==> config.mk <==
export PLATFORM = sky130hd
export DESIGN_NAME = sevenseg_scan_driver
export DESIGN_NICKNAME = d
export VERILOG_FILES = /design/src/rtl/sevenseg_scan_driver.sv
export SDC_FILE = /design/constraint.sdc
export NUM_CORES = 1
export LEC_CHECK = 0
export BUFFER_PORTS_ARGS = -buffer_cell sky130_fd_sc_hd__clkbuf_2
export CAP_MARGIN = 20
export CELL_PAD_IN_SITES_DETAIL_PLACEMENT = 1
export CELL_PAD_IN_SITES_GLOBAL_PLACEMENT = 1
export CORE_MARGIN = 2
export CORE_UTILIZATION = 30
export DETAILED_ROUTE_END_ITERATION = 10
export PLACE_DENSITY = 0.61
export SLEW_MARGIN = 5
export SYNTH_ARGS = -nofsm -noshare
export SYNTH_HDL_FRONTEND = slang
export SYNTH_SLANG_ARGS = --single-unit
==> constraint.sdc <==
create_clock -name clk -period 6.33 [get_ports clk]
set_input_delay 0.9495 -clock clk [delete_from_list [all_inputs] [get_ports clk]]
set_output_delay 0.9495 -clock clk [all_outputs]
set_load 0.02 [all_outputs]
==> src/rtl/sevenseg_scan_driver.sv <==
// N-digit multiplexed seven-segment driver: prescaled one-hot scan, double-buffered
// frame commit, leading-zero blanking, per-digit dp, enable gating, selectable polarity.
module sevenseg_scan_driver #(
  parameter int unsigned NDIGITS        = 4,
  parameter int unsigned DIVIDER        = 50000,
  parameter bit          SEG_ACTIVE_LOW = 1'b0,
  parameter bit          DIG_ACTIVE_LOW = 1'b1
) (
  input  logic                   clk,
  input  logic                   rst_n,
  input  logic                   load,
  input  logic [4*NDIGITS-1:0]   value,
  input  logic [NDIGITS-1:0]     dp_in,
  input  logic                   blank_lz,
  input  logic                   enable,
  output logic [6:0]             dispseg,
  output logic                   dispdp,
  output logic [NDIGITS-1:0]     digsel,
  output logic                   frame
);

  localparam int unsigned VW = 4 * NDIGITS;
  localparam int unsigned CW = (DIVIDER > 1) ? $clog2(DIVIDER) : 1;
  localparam int unsigned IW = (NDIGITS > 1) ? $clog2(NDIGITS) : 1;
  localparam logic [6:0]         SEG_OFF = {7{SEG_ACTIVE_LOW}};
  localparam logic [NDIGITS-1:0] DIG_OFF = {NDIGITS{DIG_ACTIVE_LOW}};

  logic [CW-1:0]      cnt_q, cnt_d;
  logic [IW-1:0]      idx_q, idx_d;
  logic [VW-1:0]      act_val_q, act_val_d, pend_val_q, pend_val_d;
  logic [NDIGITS-1:0] act_dp_q, act_dp_d, pend_dp_q, pend_dp_d;
  logic               pend_vld_q, pend_vld_d;
  logic [6:0]         seg_q, seg_d;
  logic               dp_q, dp_d;
  logic [NDIGITS-1:0] sel_q, sel_d;
  logic               frame_q, frame_d;

  logic               tc, wrap, hi_zero, blank, dp_bit;
  logic [3:0]         nib;
  logic [6:0]         seg_raw;
  logic [NDIGITS-1:0] sel_raw;

  function automatic logic [6:0] hex2seg(input logic [3:0] n);
    case (n)
      4'h0: hex2seg = 7'h3F;
      4'h1: hex2seg = 7'h06;
      4'h2: hex2seg = 7'h5B;
      4'h3: hex2seg = 7'h4F;
      4'h4: hex2seg = 7'h66;
      4'h5: hex2seg = 7'h6D;
      4'h6: hex2seg = 7'h7D;
      4'h7: hex2seg = 7'h07;
      4'h8: hex2seg = 7'h7F;
      4'h9: hex2seg = 7'h67;
      4'hA: hex2seg = 7'h77;
      4'hB: hex2seg = 7'h7C;
      4'hC: hex2seg = 7'h39;
      4'hD: hex2seg = 7'h5E;
      4'hE: hex2seg = 7'h79;
      default: hex2seg = 7'h71;
    endcase
  endfunction

  // Scan/commit next state; outputs are derived from the next-state index and buffer
  always_comb begin
    cnt_d      = cnt_q;
    idx_d      = idx_q;
    act_val_d  = act_val_q;
    act_dp_d   = act_dp_q;
    pend_val_d = pend_val_q;
    pend_dp_d  = pend_dp_q;
    pend_vld_d = pend_vld_q;
    nib        = 4'h0;
    dp_bit     = 1'b0;
    hi_zero    = 1'b1;
    blank      = 1'b0;
    sel_raw    = '0;

    tc      = (cnt_q == CW'(DIVIDER - 1));
    wrap    = tc && (idx_q == IW'(NDIGITS - 1));
    cnt_d   = tc ? '0 : cnt_q + CW'(1);
    frame_d = wrap;

    if (wrap) begin
      idx_d = '0;
    end else if (tc) begin
      idx_d = idx_q + IW'(1);
    end

    if (wrap && pend_vld_q) begin
      act_val_d  = pend_val_q;
      act_dp_d   = pend_dp_q;
      pend_vld_d = 1'b0;
    end

    // A load on the commit edge lands in pending and waits for the next frame
    if (load) begin
      pend_val_d = value;
      pend_dp_d  = dp_in;
      pend_vld_d = 1'b1;
    end

    for (int i = NDIGITS - 1; i >= 0; i--) begin
      hi_zero = hi_zero & (act_val_d[4*i +: 4] == 4'h0);
      if (idx_d == IW'(i)) begin
        nib        = act_val_d[4*i +: 4];
        dp_bit     = act_dp_d[i];
        sel_raw[i] = 1'b1;
        blank      = blank_lz && (i != 0) && hi_zero;
      end
    end

    seg_raw = blank ? 7'h00 : hex2seg(nib);

    if (!enable) begin
      sel_raw = '0;
      seg_raw = 7'h00;
      dp_bit  = 1'b0;
    end

    seg_d = seg_raw ^ SEG_OFF;
    dp_d  = dp_bit ^ SEG_ACTIVE_LOW;
    sel_d = sel_raw ^ DIG_OFF;
  end

  always_ff @(posedge clk or negedge rst_n) begin
    if (!rst_n) begin
      cnt_q      <= '0;
      idx_q      <= '0;
      act_val_q  <= '0;
      act_dp_q   <= '0;
      pend_val_q <= '0;
      pend_dp_q  <= '0;
      pend_vld_q <= 1'b0;
      seg_q      <= SEG_OFF;
      dp_q       <= SEG_ACTIVE_LOW;
      sel_q      <= DIG_OFF;
      frame_q    <= 1'b0;
    end else begin
      cnt_q      <= cnt_d;
      idx_q      <= idx_d;
      act_val_q  <= act_val_d;
      act_dp_q   <= act_dp_d;
      pend_val_q <= pend_val_d;
      pend_dp_q  <= pend_dp_d;
      pend_vld_q <= pend_vld_d;
      seg_q      <= seg_d;
      dp_q       <= dp_d;
      sel_q      <= sel_d;
      frame_q    <= frame_d;
    end
  end

  assign dispseg = seg_q;
  assign dispdp  = dp_q;
  assign digsel  = sel_q;
  assign frame   = frame_q;

endmodule

# Yosys cells after proc, flatten, opt, wreduce, memory -nomap -nowiden
# Memories as Yosys holds them, arrays and structs flattened.
# Cells that the tools add are included.
[totals]
ramBits = 0
mem_bits_ro = 112
out_inout_bits = 13
regBits = 72
mem_count = 1
in_bits = 25
latchBits = 0
[op_classes]
mux = 27
n_lt_le_gt_ge = 0
shift = 0
bitwise_logic = 3
eq_ne = 5
add_sub_neg = 2
mul = 0
reduce_logical = 10
div = 0
[memory_table]
columns = ["name", "depth", "width", "read_ports", "rd_clocked_by_memory_dff", "wr", "line", "source"]
rows = [
  ["(no name shown)", 16, 7, 1, 0, 0, "44", "case (n)"],
]
[op_table]
columns = ["op", "count"]
rows = [
  ["$mux 16", 2],
  ["$mux 4", 6],
  ["$add 16x1->16 const B", 1],
  ["$eq 16x16->1 const B", 1],
  ["$mux 1", 15],
  ["$mux 7", 2],
  ["$logic_not 4->1", 3],
  ["$eq 2x2->1 const B", 3],
  ["$logic_and 1x1->1", 5],
  ["$mux 2", 2],
  ["$not 4->4", 1],
  ["$add 2x1->2 const B", 1],
  ["$and 1x1->1", 2],
  ["$eq 2x1->1 const B", 1],
  ["$logic_not 2->1", 1],
  ["$reduce_bool 2->1", 1],
]

# Longest topological paths before layout
# Gate-level depths: netlist of the first run.
[depth]
depth_word = 12
depth_mapped = 15

# Worst setup path after synthesis of the first run
# OpenSTA, ideal clock, no wires.
[synth_path]
path_type = "reg-to-reg"
startpoint = "register cnt_q[11]"
endpoint = "register seg_q[3], in the netlist dispseg[3]"
setup_slack_ps = 2778
period_less_slack_ps = 3552
required_time_ps = 6194
setup_ps = 136
t_arrival_ps = 3416
path_stages_with_launch = 11
cell_sequence = "dfrtp_1 > or4_4 > nor4_4 > mux2i_1 > nor2_1 > o211ai_1 > inv_1 > ha_1 > and3_1 > a311oi_1 > a31oi_1"
[synth_via]
elab_chain_cells = 12
word_cells_on_any_way = 29
[synth_lines]
columns = ["element", "line", "source"]
rows = [
  ["start: declaration", "28", "logic [CW-1:0] cnt_q, cnt_d;"],
  ["start signal: assignment", "140", "cnt_q <= cnt_d;"],
  ["$eq 16x16->1 *", "79", "tc = (cnt_q == CW'(DIVIDER - 1));"],
  ["parallel branches: the longest is 9 deep, another holds $mem_v2 16x7", "n/a", ""],
  ["$mux 7 *", "113", "seg_raw = blank ? 7'h00 : hex2seg(nib);"],
  ["$mux 7 *", "115", "if (!enable) begin"],
  ["via seg_d[3]", "33", "logic [6:0] seg_q, seg_d;"],
  ["end signal: assignment", "147", "seg_q <= seg_d;"],
  ["end: declaration", "33", ""],
]
# Mark *: on every way through the listed nets, which the timed path passes.
# A chain may end at the register's enable or synchronous reset.

# Worst setup path after layout of the first run
# Same ends and word-level chain as after synthesis.

==> flow_metrics.env, run 1 <==
export IMPL_clock_latency_ps=320
export IMPL_vias_per_cell=4.94
export IMPL_slew_headroom_pct=39.1
export IMPL_vdd_drop_max_mv=0.163
export IMPL_path_max_fanout=10
export IMPL_grt_pass1_vias=2627
export IMPL_cts_hold_buf=0
export IMPL_slew_viol_final=0
export IMPL_crit_buf_inv=2
export IMPL_tritoncts="done"
export IMPL_synth_top_cell_by_area="dfrtp_1"
export IMPL_fillers=1285
export IMPL_grt_pass1_wl_um=13100
export IMPL_fmax_mhz=234
export IMPL_cts_sinks=72
export IMPL_detail_route_first_pass_iterations=4
export IMPL_cts_made_buffers=9
export IMPL_skew_ps=7.88
export IMPL_cp_top_family="simple AND/OR/NAND/NOR gates"
export IMPL_seq_power_share_pct=43.6
export IMPL_clkPwrFrac_pct=52.5
export IMPL_yosys_area_top_type_share_pct=49.1
export IMPL_combPwrFrac_pct=3.8
export IMPL_drv_cap=0
export IMPL_htreeDepth=3
export IMPL_fp_row_count=39
export IMPL_cp_cell_sequence="or4_4 -> nor4_4 -> buf_4 -> mux2i_1 -> nor2_1 -> o211ai_1 -> inv_1 -> ha_1 -> and3_1 -> a311oi_1 -> a31oi_1"
export IMPL_path_class="register to register"
export IMPL_die_height_um=111
export IMPL_core_um2=11300
export IMPL_cp_start_kind="register"
export IMPL_synthFlopType="dfrtp_1"
export IMPL_synth_area_um2=3460
export IMPL_p_switching_mw=0.222
export IMPL_power_leakage_nw=1.95
export IMPL_layout_min_cycle_time_ps=4270
export IMPL_synth_most_common_cell="dfrtp_1"
export IMPL_io_pins=38
export IMPL_syn_inst=318
export IMPL_worst_ep_arrival_time_ps=4460
export IMPL_antenna_cells=0
export IMPL_synth_avg_cell_area_um2=10.9
export IMPL_setup_violations=0
export IMPL_endpoint_kind="register"
export IMPL_intPower_mw=0.892
export IMPL_ys_seq_elements=72
export IMPL_worst_pin_slew_ps=913
export IMPL_period_share_pct=67.5
export IMPL_clockBufferDepth=2
export IMPL_yosys_top_cells_area="dfrtp_1, mux2_2, nand2_1, mux2i_1, dfstp_2"
export IMPL_wirelength_um=7710
export IMPL_portBuffers=37
export IMPL_layout_drive_gt1_share_pct=25.9
export IMPL_yosysWarnings=0
export IMPL_outcome="complete, no violations"
export IMPL_ant_nets=0
export IMPL_syn2layout_area_growth_pct=19.8
export IMPL_drcViolationCount=0
export IMPL_hold_viol=0
export IMPL_antenna_found_initial=0
export IMPL_power_mw=1.11
export IMPL_yosysUniqueCellTypes=45
export IMPL_cts_root_buf="clkbuf_16"
export IMPL_worstPathRequired_ps=6520
export IMPL_crit_slowest_cell="mux2i_1"
export IMPL_gp_congestion=0.842
export IMPL_vias=2498
export IMPL_power_density_nw_per_um2=269
export IMPL_grt_total_usage_pct=13.2
export IMPL_synth_nets=350
export IMPL_hold_class="register to register"
export IMPL_dieArea_um2=12400
export IMPL_fp_dieW_um=111
export IMPL_synthTopCellsByCount="dfrtp_1, nand2_1, mux2_2, nor2_1, nand3_1"
export IMPL_synth_seq_area_share_pct=52.2
export IMPL_post_drt_wl_per_cell_um=15.2
export IMPL_synth_async_reset_ratio_pct=100
export IMPL_grt_overflow=0
export IMPL_nets=390
export IMPL_finalSetupTns_ps=0
export IMPL_cts_resized=0
export IMPL_crit_path_max_incr_delay_ps=620
export IMPL_dp_hpwl_um=5610
export IMPL_start_util_pct=30.6
export IMPL_rsz0062_at_grt="no"
export IMPL_swShare_pct=19.9
export IMPL_post_cts_repair_setup_buffers=0
export IMPL_drtIter0Drc=101
export IMPL_grt_max_degree=73
export IMPL_synth_edf_count=0
export IMPL_cts_clk_slew_worst_paths_ps=60
## kinds of logic after synthesis
kind of cell             count (synthesis)  share of synthesized area [%]
AND/OR/NAND/NOR                        122                           17.4
flip-flops                              72                           52.2
XOR/XNOR                                14                           3.54
AO/OA/AOI/OAI                           38                           7.98
adder cells (fa/ha/maj)                  7                           2.53
buffers and inverters                   22                           2.49
multiplexers                            43                           13.8
## metal layers
layer,vias to the layer above,track usage (%),routed length [um]
li1,1203,-,-
met1,1242,16.5,3570
met2,40,22.4,3770
met3,13,2.50,197
met4,0,5.84,178
met5,-,0,0
## power groups by stage
stage	clock [mW]	sequential, mW	combinational [mW]
2_1_floorplan	0	0.493	0.0189
3_3_place_gp	0	0.494	0.0435
3_5_place_dp	0	0.495	0.0445
4_1_cts	0.597	0.487	0.0445
5_1_grt	0.622	0.489	0.0484
6_report	0.585	0.486	0.0426
## cell usage in the layout (no fill, tap or decap), drive strengths merged, types with 2 or more instances in the layout
cell    count
o221ai      2
buf         3
nor2       20
mux2       30
bufinv      3
nor3        7
or4         5
inv        12
clkinv      2
and2        5
and3        7
a211oi      3
xnor2       5
a22oi       3
mux2i      13
or3         2
dfstp       4
ha          7
o31ai       2
o211ai      4
o21ai      12
xor2        9
a221oi      4
nand3      17
nand2      50
clkbuf     47
nand2b      2
a21oi       2
nor4        4
dfrtp      68
## sequential cells by signal (all words and copies together), names as in the netlist
signal and count:
cnt_q 16, idx_q 2, act_dp_q 4, act_val_q 16, digsel 4, pend_dp_q 4
dispdp 1, dispseg 7, pend_vld_q 1, pend_val_q 16, frame 1
## area by class of cell
class                           instances  area, um2  share of cell area [%]
Clock buffer                           11        243                    5.85
Clock inverter                          5        104                    2.50
Inverter                               12       45.0                    1.09
Multi-Input combinational cell        224       1570                    37.9
Sequential cell                        72       1810                    43.6
Tap cell                              143        179                    4.31
Timing Repair Buffer                   39        200                    4.83
## final timing paths
check                      depth (start not counted)           startpoint                  endpoint  slack, ps
min                                                1   cnt_q[0]$_DFF_PN0_        cnt_q[0]$_DFF_PN0_        460
max reg2reg                                       11  cnt_q[11]$_DFF_PN0_      dispseg[3]$_DFF_PN0_       2060
min reg2reg                                        1   cnt_q[0]$_DFF_PN0_        cnt_q[0]$_DFF_PN0_        460
min in group asynchronous                          2                rst_n  pend_dp_q[0]$_DFFE_PN0P_        830
max in group asynchronous                          2                rst_n        cnt_q[6]$_DFF_PN0_       4890
max                                               11  cnt_q[11]$_DFF_PN0_      dispseg[3]$_DFF_PN0_       2060
## stage by stage
step           cell area (um2)  worst slack (ps)  util (%)  instances  hold WS, ps
6_report                  4150              2060      36.6        506          462
5_1_grt                   4150              1710      36.6        506          487
4_1_cts                   4150              2030      36.6        506          460
3_5_place_dp              3800              2050      33.6        490          451
3_3_place_gp              3800              2260      33.6        490          446
2_1_floorplan             3460              2780         -        318          425
No activity file was read; power rests on OpenSTA's default activity.
==> inputs of run 2 (changes only) <==
clock period = 4.4 ns   (was 6.33 ns; I/O delays follow)
==> run 2 against run 1 <==
Global-route usage rose by 0.54 points. Largest cell class unchanged. Total power increased by 35%. Flip-flop and latch count did not move. Largest power group unchanged. First-iteration DRC count down 32%. Clock-buffer cell count decreased by 1. Critical endpoint unchanged.
==> flow_metrics.env, run 2 (same netlist as run 1, synthesis figures left out) <==
export IMPL_outcome="complete, no violations"
export IMPL_post_cts_repair_setup_buffers=0
export IMPL_dieArea_um2=12400
export IMPL_ant_nets=0
export IMPL_cp_start_kind="register"
export IMPL_fp_dieW_um=111
export IMPL_start_util_pct=30.6
export IMPL_endpoint_kind="register"
export IMPL_mostFrequentLayoutCells="dfrtp_1, nand2_1, clkbuf_2, mux2_2, nor2_1"
export IMPL_hold_viol=0
export IMPL_htreeDepth=3
export IMPL_die_height_um=111
export IMPL_layout_drive_gt1_share_pct=26.6
export IMPL_skew_ps=8.31
export IMPL_layout_min_cycle_time_ps=3740
export IMPL_cts_hold_buf=0
export IMPL_clockBufferDepth=2
export IMPL_antenna_cells=0
export IMPL_crit_start="cnt_q[11]$_DFF_PN0_"
export IMPL_hold_slack_ps=441
export IMPL_slew_headroom_pct=42.0
export IMPL_portBuffers=37
export IMPL_fp_row_count=39
export IMPL_cts_clk_slew_worst_paths_ps=60
export IMPL_grt_total_usage_pct=13.7
export IMPL_vias=2475
export IMPL_path_class="register to register"
export IMPL_top_regs="act_val_q x16, cnt_q x16, pend_val_q x16"
export IMPL_io_pins=38
export IMPL_post_drt_wl_per_cell_um=15.6
export IMPL_grt_overflow=0
export IMPL_antenna_found_initial=0
export IMPL_cts_made_buffers=9
export IMPL_final_common_cell="dfrtp_1"
export IMPL_grt_pass1_wl_um=13700
export IMPL_worst_ep_arrival_time_ps=3930
export IMPL_syn2layout_area_growth_pct=19.0
export IMPL_cts_resized=0
export IMPL_finalSetupTns_ps=0
export IMPL_fmax_mhz=267
export IMPL_reg2reg_from="cnt_q[11]$_DFF_PN0_"
export IMPL_drcViolationCount=0
export IMPL_vias_per_cell=4.87
export IMPL_worst_pin_slew_ps=870
export IMPL_core_um2=11300
export IMPL_detail_route_first_pass_iterations=4
export IMPL_grt_pass1_vias=2687
export IMPL_nets=392
export IMPL_cts_sinks=72
export IMPL_stdcell_count=508
export IMPL_drv_cap=0
export IMPL_path_max_fanout=19
export IMPL_power_leakage_nw=1.93
export IMPL_slew_viol_final=0
export IMPL_cts_root_buf="clkbuf_16"
export IMPL_hold_class="input pin to asynchronous set/reset pin"
export IMPL_worstPathRequired_ps=4590
export IMPL_rsz0062_at_grt="no"
export IMPL_period_share_pct=85.0
export IMPL_gp_congestion=0.795
export IMPL_power_density_nw_per_um2=365
export IMPL_tritoncts="done"
export IMPL_grt_max_degree=40
export IMPL_dp_cells=492
export IMPL_dp_hpwl_um=5630
export IMPL_wirelength_um=7900
export IMPL_setup_violations=0
export IMPL_vdd_drop_max_mv=0.206
export IMPL_drtIter0Drc=69
export IMPL_clock_latency_ps=330
[run 2: cell count changes in the layout (fill, tap and decap cells not counted)]
cell / change
inv_6: +1
buf_4: +2
bufinv_16: -2
clkinvlp_4: +2
clkbuf_1: -1
[run 2: metal layers]
layer	wire length, um	global-route usage [%]	share of wire [%]	vias to the layer above
met5	0	0	0	-
met4	82	4.20	1.0	0
met3	231	3.05	2.9	10
met2	4000	23.7	51	39
met1	3590	17.3	45	1219
li1	-	-	-	1207
[run 2: cell type report]
| type | count | area [um2] |
|---|---|---|
| fill | 1295 | 7200 |
| sequential | 72 | 1810 |
| multi-input combinational | 224 | 1570 |
| clock buffer | 10 | 239 |
| timing repair buffer | 41 | 215 |
| tap | 143 | 179 |
| clock inverter | 6 | 67.6 |
| inverter | 12 | 45.0 |
[run 2: final timing paths]
check                                                to  slack, ps  cells after the start
worst max-delay path               dispseg[3]$_DFF_PN0_        660                     12
worst min-delay path              act_dp_q[3]$_DFF_PN0_        440                      1
worst max register to register     dispseg[3]$_DFF_PN0_        660                     12
worst min register to register       cnt_q[0]$_DFF_PN0_        460                      1
max in group asynchronous       act_val_q[12]$_DFF_PN0_       2980                      2
min in group clk                     cnt_q[0]$_DFF_PN0_        460                      1
[run 2: worst max-delay path: stages, from the launching register on]
cell and delay, ps:
dfrtp_1 430, or4_4 560, nor4_4 300, buf_4 310
mux2_4 340, inv_1 270, nand3_1 120, o211ai_1 150
and2_1 270, ha_1 340, and3_1 200, a311oi_1 200
a31oi_1 120
[run 2: stage by stage]
stage	power [mW]	util [%]	cell area (um2)	worst slack, ps
after floorplan	0.737	-	3460	848
after global placement	0.774	33.7	3820	784
final	1.50	36.4	4120	661
after detailed placement	0.776	33.7	3820	711
after global routing	1.57	36.4	4120	438
after CTS	1.53	36.4	4120	657
[run 2: report_power, final]
| part | internal [mW] | leakage, nW | switching (mW) |
|---|---|---|---|
| logic | 0.0298 | 0.876 | 0.0326 |
| clock network | 0.456 | 0.145 | 0.287 |
| registers | 0.685 | 0.913 | 0.0137 |
==> inputs of run 3 (changes only) <==
clock period = 3.45 ns   (was 4.4 ns; I/O delays follow)
==> run 3 against run 2 <==
Sequential share of layout area fell by 2.0 points. Register-to-register slack worse by 510 ps. Clock power up 35%. Clock skew down 2.9 ps. Sequential power up 28%. Flip-flop and latch count unchanged. Global-route usage is 0.30 points higher.
==> flow_metrics.env, run 3 (same netlist as run 1, synthesis figures left out) <==
export IMPL_grt_pass1_wl_um=13900
export IMPL_power_density_nw_per_um2=457
export IMPL_nets=410
export IMPL_vdd_drop_max_mv=0.185
export IMPL_fp_dieW_um=111
export IMPL_post_route_util_pct=38.2
export IMPL_ff2ff_path_depth=10
export IMPL_detail_route_first_pass_iterations=4
export IMPL_grt_overflow=0
export IMPL_setup_violations=0
export IMPL_io_pins=38
export IMPL_die_height_um=111
export IMPL_worstPathRequired_ps=3700
export IMPL_pre_cts_ws_ps=39.1
export IMPL_start_util_pct=30.6
export IMPL_path_max_fanout=12
export IMPL_stdcell_count=526
export IMPL_crit_start="cnt_q[10]$_DFF_PN0_"
export IMPL_finalSetupTns_ps=0
export IMPL_outcome="complete, no violations"
export IMPL_slew_viol_final=0
export IMPL_reg2reg_from="cnt_q[10]$_DFF_PN0_"
export IMPL_post_drt_wl_per_cell_um=15.7
export IMPL_cts_root_buf="clkbuf_16"
export IMPL_vias=2596
export IMPL_regToRegSetupSlack_ps=150
export IMPL_syn2layout_area_growth_pct=24.8
export IMPL_period_share_pct=95.7
export IMPL_cts_clk_slew_worst_paths_ps=60
export IMPL_skew_ps=5.46
export IMPL_final_common_cell="dfrtp_1"
export IMPL_dp_cells=506
export IMPL_hold_class="input pin to asynchronous set/reset pin"
export IMPL_antenna_found_initial=0
export IMPL_layout_min_cycle_time_ps=3300
export IMPL_drtIter0Drc=95
export IMPL_tritoncts="done"
export IMPL_wirelength_um=8280
export IMPL_ant_nets=0
export IMPL_portBuffers=37
export IMPL_dp_hpwl_um=6050
export IMPL_worst_ep_arrival_time_ps=3560
export IMPL_antenna_cells=0
export IMPL_power_leakage_nw=2.03
export IMPL_slew_headroom_pct=53.5
export IMPL_clock_latency_ps=330
export IMPL_drv_cap=0
export IMPL_worst_pin_slew_ps=691
export IMPL_cts_hold_buf=0
export IMPL_grt_pass1_vias=2784
export IMPL_grt_max_degree=34
export IMPL_cts_sinks=72
export IMPL_clockBufferDepth=2
export IMPL_dieArea_um2=12400
export IMPL_path_class="register to register"
export IMPL_grt_total_usage_pct=14.0
export IMPL_mostFrequentLayoutCells="dfrtp_1, nand2_1, clkbuf_2, mux2_2"
export IMPL_drcViolationCount=0
export IMPL_layout_drive_gt1_share_pct=31.9
export IMPL_fmax_mhz=303
export IMPL_fillers=1280
export IMPL_top_regs="act_val_q x16, cnt_q x16, pend_val_q x16"
export IMPL_vias_per_cell=4.94
export IMPL_hold_viol=0
export IMPL_cts_made_buffers=9
export IMPL_setup_slack_ps=147
export IMPL_fp_row_count=39
export IMPL_cp_start_kind="register"
export IMPL_core_um2=11300
export IMPL_gp_congestion=0.861
export IMPL_endpoint_kind="register"
export IMPL_htreeDepth=3
run 3: cell count changes in the layout (fill, tap and decap cells not counted), moves of 2 or more:
cell   before  now
ha_1        7    5
buf_4       4   19
inv_1      12   10
buf_6       0    2
run 3: final timing paths:
kind | end
worst max-delay path | dispseg[0]$_DFF_PN0_
worst max register to register | dispseg[0]$_DFF_PN0_
worst min register to register | act_dp_q[0]$_DFF_PN0_
min in group clk | pend_dp_q[2]$_DFFE_PN0P_
max in group asynchronous | cnt_q[2]$_DFF_PN0_
worst min-delay path | pend_dp_q[3]$_DFFE_PN0P_
run 3: power breakdown:
group | internal (mW) | leakage (nW) | switching [mW]
sequential | 0.873 | 0.913 | 0.0186
combinational | 0.0388 | 0.969 | 0.0421
clock | 0.651 | 0.152 | 0.351
total | 1.56 | 2.03 | 0.412
run 3: cell type report:
type | instances | area, um2 | area share (%)
sequential | 72 | 1810 | 41.8
multi-input combinational | 224 | 1610 | 37.3
timing repair buffer | 59 | 355 | 8.22
clock buffer | 11 | 243 | 5.62
tap | 143 | 179 | 4.14
clock inverter | 5 | 80.1 | 1.85
inverter | 12 | 48.8 | 1.13
run 3: layer usage:
metal / share of wire, % / track usage, % / vias up
li1: - / - / 1237
met1: 45 / 17.4 / 1307
met2: 50 / 24.1 / 36
met3: 2.6 / 2.67 / 16
met4: 2.1 / 5.84 / 0
met5: 0 / 0 / -
run 3: stage by stage:
step	area, um2	hold WS (ps)	power (mW)
2_1_floorplan	3480	222	0.940
3_3_place_gp	3940	444	0.988
3_5_place_dp	3940	450	0.991
4_1_cts	4260	134	2.01
5_1_grt	4320	160	2.05
6_report	4320	126	1.98
run 3: critical path, stage by stage, from the launching register on:
cell and delay [ps]:
dfrtp_1 400, or4_4 580, nor4_4 350, buf_6 190, mux2_4 330, clkinvlp_4 120
buf_4 150, mux2_4 370, and3_1 250, or3_1 310, a21oi_1 160
run 3: timing repair:
item,4_1_cts,5_1_grt
endpoints found under the setup margin,0,6
resized for setup,0,10
setup buffers,0,4
